<file path="src/rtl/seq_det_pkg.sv">
// Shared types, default sizes and the length-mask helper for the serial pattern detector.
package seq_det_pkg;

    localparam int unsigned DEF_PAT_W = 8;
    localparam int unsigned DEF_CNT_W = 8;
    localparam int unsigned MASK_W    = 64;

    typedef enum logic [1:0] {
        IDLE   = 2'd0,
        LOADED = 2'd1,
        RUN    = 2'd2,
        DONE   = 2'd3
    } state_t;

    // Mask of `len` ones in the low bits; callers zero-extend their operands to MASK_W.
    function automatic logic [MASK_W-1:0] len_mask(input int unsigned len);
        if (len >= MASK_W) begin
            return '1;
        end
        return (MASK_W'(1) << len) - MASK_W'(1);
    endfunction

endpackage

</file>
<file path="src/rtl/seq_det_match_core.sv">
// History shift register, fill counter and masked pattern compare for the serial detector.
module seq_det_match_core
    import seq_det_pkg::*;
#(
    parameter int unsigned PAT_W = DEF_PAT_W,
    parameter int unsigned LEN_W = $clog2(PAT_W + 1)
) (
    input  logic             clk,
    input  logic             reset,
    input  logic             clr,
    input  logic             in_valid,
    input  logic             in,
    input  logic [PAT_W-1:0] pattern,
    input  logic [LEN_W-1:0] len,
    output logic             match
);

    // The newest bit arrives on `in`, so only PAT_W-1 older bits need storing.
    logic [PAT_W-2:0] history_q, history_d;
    logic [LEN_W-1:0] fill_q, fill_d;
    logic [PAT_W-1:0] window;
    logic [LEN_W:0]   fill_next;
    logic             enough;
    logic             equal;

    assign window    = {history_q, in};
    assign fill_next = {1'b0, fill_q} + {{LEN_W{1'b0}}, 1'b1};
    assign enough    = fill_next >= {1'b0, len};
    assign equal     = (MASK_W'(window ^ pattern) & len_mask(32'(len))) == '0;
    assign match     = in_valid & enough & equal;

    always_comb begin
        history_d = history_q;
        fill_d    = fill_q;
        if (clr) begin
            history_d = '0;
            fill_d    = '0;
        end else if (in_valid) begin
            history_d = window[PAT_W-2:0];
            if (fill_q != LEN_W'(PAT_W)) begin
                fill_d = fill_q + LEN_W'(1);
            end
        end
    end

    always_ff @(posedge clk or negedge reset) begin
        if (!reset) begin
            history_q <= '0;
            fill_q    <= '0;
        end else begin
            history_q <= history_d;
            fill_q    <= fill_d;
        end
    end

endmodule

</file>
<file path="src/rtl/seq_det_ctrl.sv">
// Config handshake, run/done sequencing and match counting for the programmable detector.
// SEQ_DET_MATCH_REG_EN: when defined, `match` is registered one cycle after the completing bit.
module seq_det_ctrl
    import seq_det_pkg::*;
#(
    parameter int unsigned PAT_W = DEF_PAT_W,
    parameter int unsigned CNT_W = DEF_CNT_W,
    parameter int unsigned LEN_W = $clog2(PAT_W + 1)
) (
    input  logic             clk,
    input  logic             reset,
    input  logic             cfg_valid,
    output logic             cfg_ready,
    input  logic [PAT_W-1:0] cfg_pattern,
    input  logic [LEN_W-1:0] cfg_len,
    input  logic [CNT_W-1:0] cfg_target,
    output logic             cfg_err,
    input  logic             start,
    input  logic             abort,
    input  logic             in_valid,
    input  logic             in,
    output logic             match,
    output logic [CNT_W-1:0] match_count,
    output logic             busy,
    output logic             done
);

    state_t           state_q, state_d;
    logic [PAT_W-1:0] pat_q;
    logic [LEN_W-1:0] len_q;
    logic [CNT_W-1:0] tgt_q;
    logic [CNT_W-1:0] count_q, count_d, count_inc;
    logic             err_q;

    logic cfg_ok;
    logic cfg_take;
    logic clr;
    logic run;
    logic core_match;
    logic hit;
    logic reach;

    assign cfg_ok    = (cfg_len != '0) && (32'(cfg_len) <= PAT_W);
    // abort wins over a config offered in LOADED; in IDLE there is nothing to abort.
    assign cfg_take  = cfg_valid && ((state_q == IDLE) || ((state_q == LOADED) && !abort));
    assign clr       = (state_q == LOADED) && start && !abort;
    assign run       = state_q == RUN;
    assign hit       = core_match && !abort;
    assign count_inc = (count_q == '1) ? count_q : count_q + CNT_W'(1);
    assign reach     = hit && (tgt_q != '0) && (count_inc == tgt_q);

    seq_det_match_core #(
        .PAT_W(PAT_W),
        .LEN_W(LEN_W)
    ) u_core (
        .clk     (clk),
        .reset   (reset),
        .clr     (clr),
        .in_valid(run && in_valid),
        .in      (in),
        .pattern (pat_q),
        .len     (len_q),
        .match   (core_match)
    );

    always_ff @(posedge clk or negedge reset) begin
        if (!reset) begin
            state_q <= IDLE;
        end else begin
            state_q <= state_d;
        end
    end

    always_comb begin
        state_d = state_q;
        unique case (state_q)
            IDLE: begin
                if (cfg_valid && cfg_ok) state_d = LOADED;
            end
            LOADED: begin
                if (abort)      state_d = IDLE;
                else if (start) state_d = RUN;
            end
            RUN: begin
                if (abort)      state_d = IDLE;
                else if (reach) state_d = DONE;
            end
            DONE:    state_d = LOADED;
            default: state_d = IDLE;
        endcase
    end

`ifdef SEQ_DET_MATCH_REG_EN
    logic match_q;

    always_ff @(posedge clk or negedge reset) begin
        if (!reset) begin
            match_q <= 1'b0;
        end else begin
            match_q <= hit;
        end
    end
`endif

    always_comb begin
        cfg_ready   = (state_q == IDLE) || (state_q == LOADED);
        busy        = state_q == RUN;
        done        = state_q == DONE;
        cfg_err     = err_q;
        match_count = count_q;
`ifdef SEQ_DET_MATCH_REG_EN
        match       = match_q;
`else
        match       = hit;
`endif
    end

    always_comb begin
        count_d = count_q;
        if (clr) begin
            count_d = '0;
        end else if (hit) begin
            count_d = count_inc;
        end
    end

    always_ff @(posedge clk or negedge reset) begin
        if (!reset) begin
            pat_q   <= '0;
            len_q   <= '0;
            tgt_q   <= '0;
            count_q <= '0;
            err_q   <= 1'b0;
        end else begin
            err_q   <= cfg_take && !cfg_ok;
            count_q <= count_d;
            if (cfg_take && cfg_ok) begin
                pat_q <= cfg_pattern;
                len_q <= cfg_len;
                tgt_q <= cfg_target;
            end
        end
    end

endmodule

</file>
<file path="config.mk">
export PLATFORM = sky130hd
export DESIGN_NAME = seq_det_ctrl
export DESIGN_NICKNAME = d
export VERILOG_FILES = /design/src/rtl/seq_det_pkg.sv /design/src/rtl/seq_det_match_core.sv /design/src/rtl/seq_det_ctrl.sv
export SDC_FILE = /design/constraint.sdc
export NUM_CORES = 1
export LEC_CHECK = 0
export CORE_UTILIZATION = 49
export CTS_CLUSTER_SIZE = 24
export DETAILED_ROUTE_END_ITERATION = 12
export PLACE_DENSITY = 0.76
export RECOVER_POWER = 25
export SETUP_SLACK_MARGIN = 0.4
export SYNTH_ARGS = -nofsm -noshare
export SYNTH_HDL_FRONTEND = slang
export SYNTH_HIERARCHICAL = 1
export SYNTH_SLANG_ARGS = --single-unit
</file>
<file path="constraint.sdc">
create_clock -name clk -period 3.3 [get_ports clk]
set_input_delay 0.99 -clock clk [delete_from_list [all_inputs] [get_ports clk]]
set_output_delay 0.99 -clock clk [all_outputs]
set_load 0.02 [all_outputs]
</file>
==> results of run 1 <==
## report_power, final
part,internal (uW),total (uW),switching (uW)
clock,169,341,172
sequential,674,816,142
combinational,552,1040,492
total,1400,2200,805
## logic make-up after synthesis
group	after synthesis	share of synthesized area
mux	32	0.127
flops	42	0.387
xor+xnor	22	0.0710
buf+inv	27	0.0673
compound gates	49	0.125
fa+ha+maj	12	0.0553
simple gates	81	0.167
## synthesized netlist by cell type (2+ instances only)
cell	count	area (um^2)
mux2i_1	13	130
clkbuf_8	2	27.5
and2_1	2	12.5
and4_1	3	26.3
and3_1	4	25.0
o211ai_1	3	22.5
nor4_1	3	18.8
a31oi_1	4	25.0
o21ai_0	13	65.1
nor2_1	21	78.8
xor2_1	8	70.1
o221ai_1	2	17.5
buf_6	8	90.1
mux2_2	19	214
a211oi_1	2	15.0
inv_1	13	48.8
o2111ai_1	2	17.5
clkbuf_1	3	11.3
xnor2_1	14	123
nand4_1	7	43.8
nand2_1	8	30.0
a21oi_1	9	45.0
and4_2	3	30.0
o21a_1	2	15.0
nor2b_1	3	18.8
ha_1	12	150
nor3_1	6	30.0
nand3_1	11	55.1
dfrtp_1	42	1050
## worst register-to-register path, stage by stage (launching register included)
cell,delay (ns)
dfrtp_1,0.38
or4_4,0.56
ha_4,0.19
a211oi_2,0.16
nor2_1,0.06
a2111o_1,0.39
nor2_2,0.09
nor2b_4,0.17
buf_4,0.17
and4_1,0.20
o2111ai_2,0.14
o31ai_2,0.23
mux2i_1,0.20
## area by class of cell
class / instances / area (um^2)
flip-flops and latches: 42 / 1050
inverters: 13 / 48.8
repair buffers: 62 / 559
clock inverters: 1 / 5.00
well taps: 70 / 87.6
fillers: 443 / 1850
multi-input cells: 196 / 1510
clock buffers: 7 / 86.3
## metal layers
| metal | track usage | up-vias | wire (um) |
|---|---|---|---|
| li1 | - | 1073 | - |
| met1 | 0.313 | 1044 | 2890 |
| met2 | 0.318 | 61 | 2520 |
| met3 | 0.0395 | 7 | 274 |
| met4 | 0.0692 | 0 | 67 |
| met5 | 0 | - | 0 |
## per-stage QoR
stage | setup slack (ns) | utilization | power [uW] | TNS, ns
finish | -0.112 | 0.644 | 2200 | -0.112
global route | -0.187 | 0.644 | 2370 | -0.187
CTS | -0.135 | 0.643 | 2210 | -0.135
detailed placement | -0.698 | 0.620 | 1830 | -0.898
global placement | -0.699 | 0.620 | 1800 | -0.909
floorplan | 0.207 | - | 1500 | 0
## path summary, 6_finish.rpt
check / from / to / depth (start not counted)
max: len_q[1] / match / 8
min: pat_q[0] / pat_q[0] / 1
max reg2reg: len_q[1] / state_q[1] / 12
min reg2reg: pat_q[0] / pat_q[0] / 1
max in group asynchronous: reset / match_count[5] / 1
min in group asynchronous: reset / pat_q[6] / 1
## what timing repair did
item / in CTS / in global routing
cloned: 0 / 0
setup buffers: 2 / 0
endpoints found under the setup margin: 5 / 7
pin swaps: 6 / 5
gates resized for setup: 12 / 3
## sequential cells by signal, indices dropped and copies added, names as in the netlist
signal / cells
pat_q: 8
match_count: 8
len_q: 4
state_q: 2
cfg_err: 1
u_core/history_q: 7
tgt_q: 8
u_core/fill_q: 4
==> summary.md, run 1 <==
| Metric | Value |
|---|---|
| Synth Flop Type | `dfrtp_1` |
| Max_cap viols | `1` |
| GRT Util Overall | `0.214` |
| Family with the most delay on the worst path | `simple AND/OR/NAND/NOR gates` |
| Cell Area, Placed | `3230 um^2` |
| Routed wire length | `5.75 mm` |
| Finished Cell Area | `3350 um^2` |
| Critical path endpoint category | `primary output` |
| Largest net degree at the start of global routing | `43` |
| Syn_area_per_cell | `10.2 um^2` |
| Largest stage delay on the critical path | `0.56 ns` |
| Initial DRC Count | `120` |
| Lkg Pwr | `0.00146 uW` |
| Layout cells sized above 1 | `0.215` |
| Mapped Area | `2710 um^2` |
| Sequential area share after synthesis | `0.387` |
| Die ar. | `5840 um^2` |
| Violated checks | `max-capacitance violations, max-slew violations, negative setup slack` |
| RSZ-0062 raised after global routing | `yes` |
| Max Transition Viols Final | `43` |
| Hold Fails Final Rpt | `0` |
| Power Density | `657 nW/um^2` |
| Fin crit period | `3.41 ns` |
| Number of enable flip-flop cells after synthesis | `0` |
| Fmax | `0.293 GHz` |
| Initial Util | `0.521` |
| Via density per instance | `5.59` |
| Final period util | `1.03` |
| Slowest stage cell, crit path | `or4_4` |
| Routed len/inst | `14.7 um` |
| Num ports | `40` |
| Sink Count | `42` |
| Final Skew | `0.00592 ns` |
| Synth cell types | `52` |
| Ys Warns | `6` |
| Post-DP HPWL | `4.09 mm` |
| Final setup margin | `-0.112 ns` |
| Initial antenna violation count | `0` |
| Num rows | `26` |
| Die W | `76.4 um` |
| WP data arrival | `2.42 ns` |
| Worst skew pair latency | `0.29 ns` |
| Peak supply drop | `0.402 mV` |
| Nets | `359` |
| Finished Layout Cells | `391` |
| Vias in the first global route | `2070` |
| Max FO, Critical Path | `3` |
| Commonest non-fill, non-tap cell in the layout | `dfrtp_1` |
| GP Congestion | `0.811` |
| CTS tree | `done` |
| Worst path cell trace | `or4_4 > ha_4 > a211oi_2 > nor2_1 > a2111o_1 > nor2_2 > nor2b_4 > buf_6` |
| Core ar. | `5200 um^2` |
| Net Count, Synth | `304` |
| Dpl cells | `381` |
| GRT Residual Overflow | `0` |
| # H-tree levels | `2` |
| Area grow syn2layout | `23.6%` |
| HP Class | `flip-flop to flip-flop` |
| Total CTS buffers | `5` |
| Hold slack | `0.533 ns` |
| Ant. Diodes | `0` |
| Critical path launch point type | `flip-flop` |
| Die height | `76.4 um` |
| Maximum clock path buffer count | `2` |
| Input/output buffers | `39` |
| Syn Inst Count | `265` |
| Synth Register Bits | `42` |
| Clock-pin transition on the worst setup and hold timing paths | `0.07 ns` |
| Routed via count | `2185` |
| Status | `finished, violations left` |
| Relative slew margins | `-0.492` |
| Routed Antenna Nets | `0` |
| Hold-fix buffer count after cts | `0` |
| CTS root buffer | `clkbuf_8` |
| Slew @ Worst Pin | `2.24 ns` |
| Final setup viols | `1` |
| Async SR Flop Fraction | `1.00` |
| WS Path Type | `flip-flop to primary output` |
| Global-route wire length before repair | `9.96 mm` |
| Drt first pass iters | `4` |
| Most frequent cells in the layout | `dfrtp_1, clkdlybuf4s50_1, buf_4, nor2_1, mux2_2` |
| CP Buf/Inv Count | `1` |
| Worst R2R Setup Slack | `0.28 ns` |
| Critical path required time | `2.31 ns` |
| Drt drc | `0` |
(Power assumes the default switching activity.)
==> run 2, diff against run 1 <==
Settings changed: CORE_UTILIZATION 49 to 55, PLACE_DENSITY 0.76 to 0.81.
Clock period 3.3 ns to 3.7 ns, I/O delays scaled along.
==> summary.md, run 2 (synthesis results as in run 1) <==
| Metric | Value |
|---|---|
| Status | `finished, violations left` |
| Violated checks | `max-capacitance violations, max-slew violations` |
| Layout fillers | `367 (-17%)` |
| Die ar. | `5220 um^2 (-11%)` |
| Register area | `1050 um^2 (unchanged)` |
| Hold slack | `0.538 ns (+0.00515 ns)` |
| Largest net degree at the start of global routing | `43 (unchanged)` |
| Final setup viols | `0 (-1)` |
| Clock-pin transition on the worst setup and hold timing paths | `0.08 ns (about the same)` |
| Ant. Diodes | `0 (unchanged)` |
| Commonest non-fill, non-tap cell in the layout | `dfrtp_1` |
| Core ar. | `4720 um^2 (-9.3%)` |
| Initial Util | `0.574 (+0.0532)` |
| CTS tree | `done` |
| Critical path endpoint category | `primary output` |
| Hold Fails Final Rpt | `0 (unchanged)` |
| Lkg Pwr | `0.00143 uW (-1.9%)` |
| CP Buf/Inv Count | `2 (+1)` |
| GRT Util Overall | `0.233 (+0.0183)` |
| GRT Residual Overflow | `0 (unchanged)` |
| Global-route wire length before repair | `9.23 mm (-7.4%)` |
| Via density per instance | `5.62 (+0.65%)` |
| Family with the most delay on the worst path | `simple AND/OR/NAND/NOR gates` |
| Fmax | `0.283 GHz` |
| R2R cell count | `12 (unchanged)` |
| Final setup margin | `0.166 ns (+0.278 ns)` |
| GP Congestion | `0.885 (+9.2%)` |
| Fin crit period | `3.53 ns` |
| Peak supply drop | `0.360 mV (-10%)` |
| Area grow syn2layout | `22.9%` |
| Maximum clock path buffer count | `2 (unchanged)` |
| Critical path required time | `2.59 ns (+0.28 ns)` |
| Post-DP HPWL | `4.09 mm (+0.18%)` |
| Die height | `72.2 um (-5.5%)` |
| Die W | `72.2 um (-5.5%)` |
| Sink Count | `42 (unchanged)` |
| Num ports | `40 (unchanged)` |
| Drt drc | `0 (unchanged)` |
| Final period util | `0.955` |
| Max Transition Viols Final | `43 (unchanged)` |
| Max_cap viols | `1 (unchanged)` |
| Num rows | `25 (-3.8%)` |
| Worst skew pair latency | `0.30 ns (about the same)` |
| Power Density | `628 nW/um^2 (-4.4%)` |
| Multi-input logic area | `1530 um^2 (+0.83%)` |
| RSZ-0062 raised after global routing | `yes` |
| Hold-fix buffer count after cts | `0 (unchanged)` |
| Dpl cells | `368 (-3.4%)` |
| Slowest stage cell, crit path | `or4_4` |
| Routed len/inst | `14.6 um (-0.41%)` |
| Vias in the first global route | `1931 (-6.7%)` |
| Pre-CTS WS | `-0.585 ns (+0.113 ns)` |
| HP Class | `flip-flop to flip-flop` |
| Max FO, Critical Path | `4 (+1)` |
| Cell mode on critical path | `nand4_1` |
| Relative slew margins | `-0.470 (+0.0218)` |
| Finished Layout Cells | `378 (-3.3%)` |
| Routed wire length | `5.53 mm (-3.7%)` |
| Critical path launch point type | `flip-flop` |
| Routed via count | `2126 (-2.7%)` |
| Largest stage delay on the critical path | `0.57 ns (about the same)` |
| Nets | `349 (-2.8%)` |
| Finished Core Util | `0.706 (+0.0620)` |
| Hold path depth | `1 (unchanged)` |
| Initial DRC Count | `145 (+21%)` |
| Layout cells sized above 1 | `0.196 (-0.0188)` |
| Most frequent cells in the layout | `dfrtp_1, clkdlybuf4s50_1, nor2_1, mux2_2, xnor2_1` |
| Total CTS buffers | `5 (unchanged)` |
| Input/output buffers | `39 (unchanged)` |
| Finished Cell Area | `3330 um^2 (-0.52%)` |
| Final Skew | `0.00380 ns (-0.00212 ns)` |
| WP data arrival | `2.42 ns (about the same)` |
| # H-tree levels | `2 (unchanged)` |
| CTS root buffer | `clkbuf_8` |
| Slew @ Worst Pin | `2.21 ns (-0.0327 ns)` |
| Worst path cell trace | `or4_4 > ha_4 > buf_4 > nor3_4 > nand4_1 > nand4_1 > a2111o_1 > nor2_2 > nor2b_4 > buf_6` |
| Routed Antenna Nets | `0 (unchanged)` |
| Initial antenna violation count | `0 (unchanged)` |
| Drt first pass iters | `4 (unchanged)` |
| Levels on crit path | `10 (+2)` |
| Cell Area, Placed | `3140 um^2 (-2.6%)` |
| WS Path Type | `flip-flop to primary output` |
==> run 2: cell types whose count changed in the layout (fill, tap and decap cells not counted), sizes merged <==
cell           delta
buf              -10
bufinv            +2
clkbuf            -1
clkdlybuf4s15     +1
clkinv            -1
dlygate4sd2       -1
==> run 2: power by group <==
part	switching (uW)	internal [uW]
Sequential	139	601
Clock	163	288
Combinational	436	466
==> run 2: final timing paths <==
path | startpoint | endpoint | slack [ns]
setup / recovery | len_q[3] | match | 0.17
hold / removal | pat_q[2] | pat_q[2] | 0.54
setup reg to reg | len_q[3] | state_q[1] | 0.55
hold reg to reg | pat_q[2] | pat_q[2] | 0.54
max in group asynchronous | reset | len_q[2] | 0.99
min in group asynchronous | reset | match_count[3] | 1.44
==> run 2: cell type report <==
cell class | instances | share of cell area
clock buffer | 6 | 0.0248
multi-input combinational | 196 | 0.458
tap | 67 | 0.0251
inverter | 13 | 0.0146
sequential | 42 | 0.315
timing repair buffer | 52 | 0.144
clock inverter | 2 | 0.0180
==> run 2: timing repair <==
action | in CTS | in global routing
buffers inserted | 1 | 1
pin swaps | 6 | 5
endpoints found under the setup margin | 2 | 4
gates resized for setup | 13 | 4
endpoints found under the hold margin | 0 | 0
==> run 2: per-layer routing <==
layer,GRT usage,routed length [um],share of wire,vias to the layer above
li1,-,-,-,1056
met1,0.340,2710,0.49,1006
met2,0.344,2480,0.45,57
met3,0.0417,265,0.048,7
met4,0.0893,80,0.014,0
met5,0,0,0,-
==> run 2: worst reg2reg max path, delay by kind of cell (launching register included) <==
kind	cells	cell delay (ns)
AO/OA/AOI/OAI	4	0.94
adder cells (fa/ha/maj)	1	0.28
buffers and inverters	2	0.25
flip-flops	1	0.38
multiplexers	1	0.21
AND/OR/NAND/NOR	4	1.01
==> run 2: stage by stage <==
stage / total power, uW / TNS, ns
after floorplan: 1330 / 0
after global placement: 1570 / -0.512
after detailed placement: 1600 / -0.585
after CTS: 2070 / 0
after global routing: 2240 / 0
final: 2090 / 0
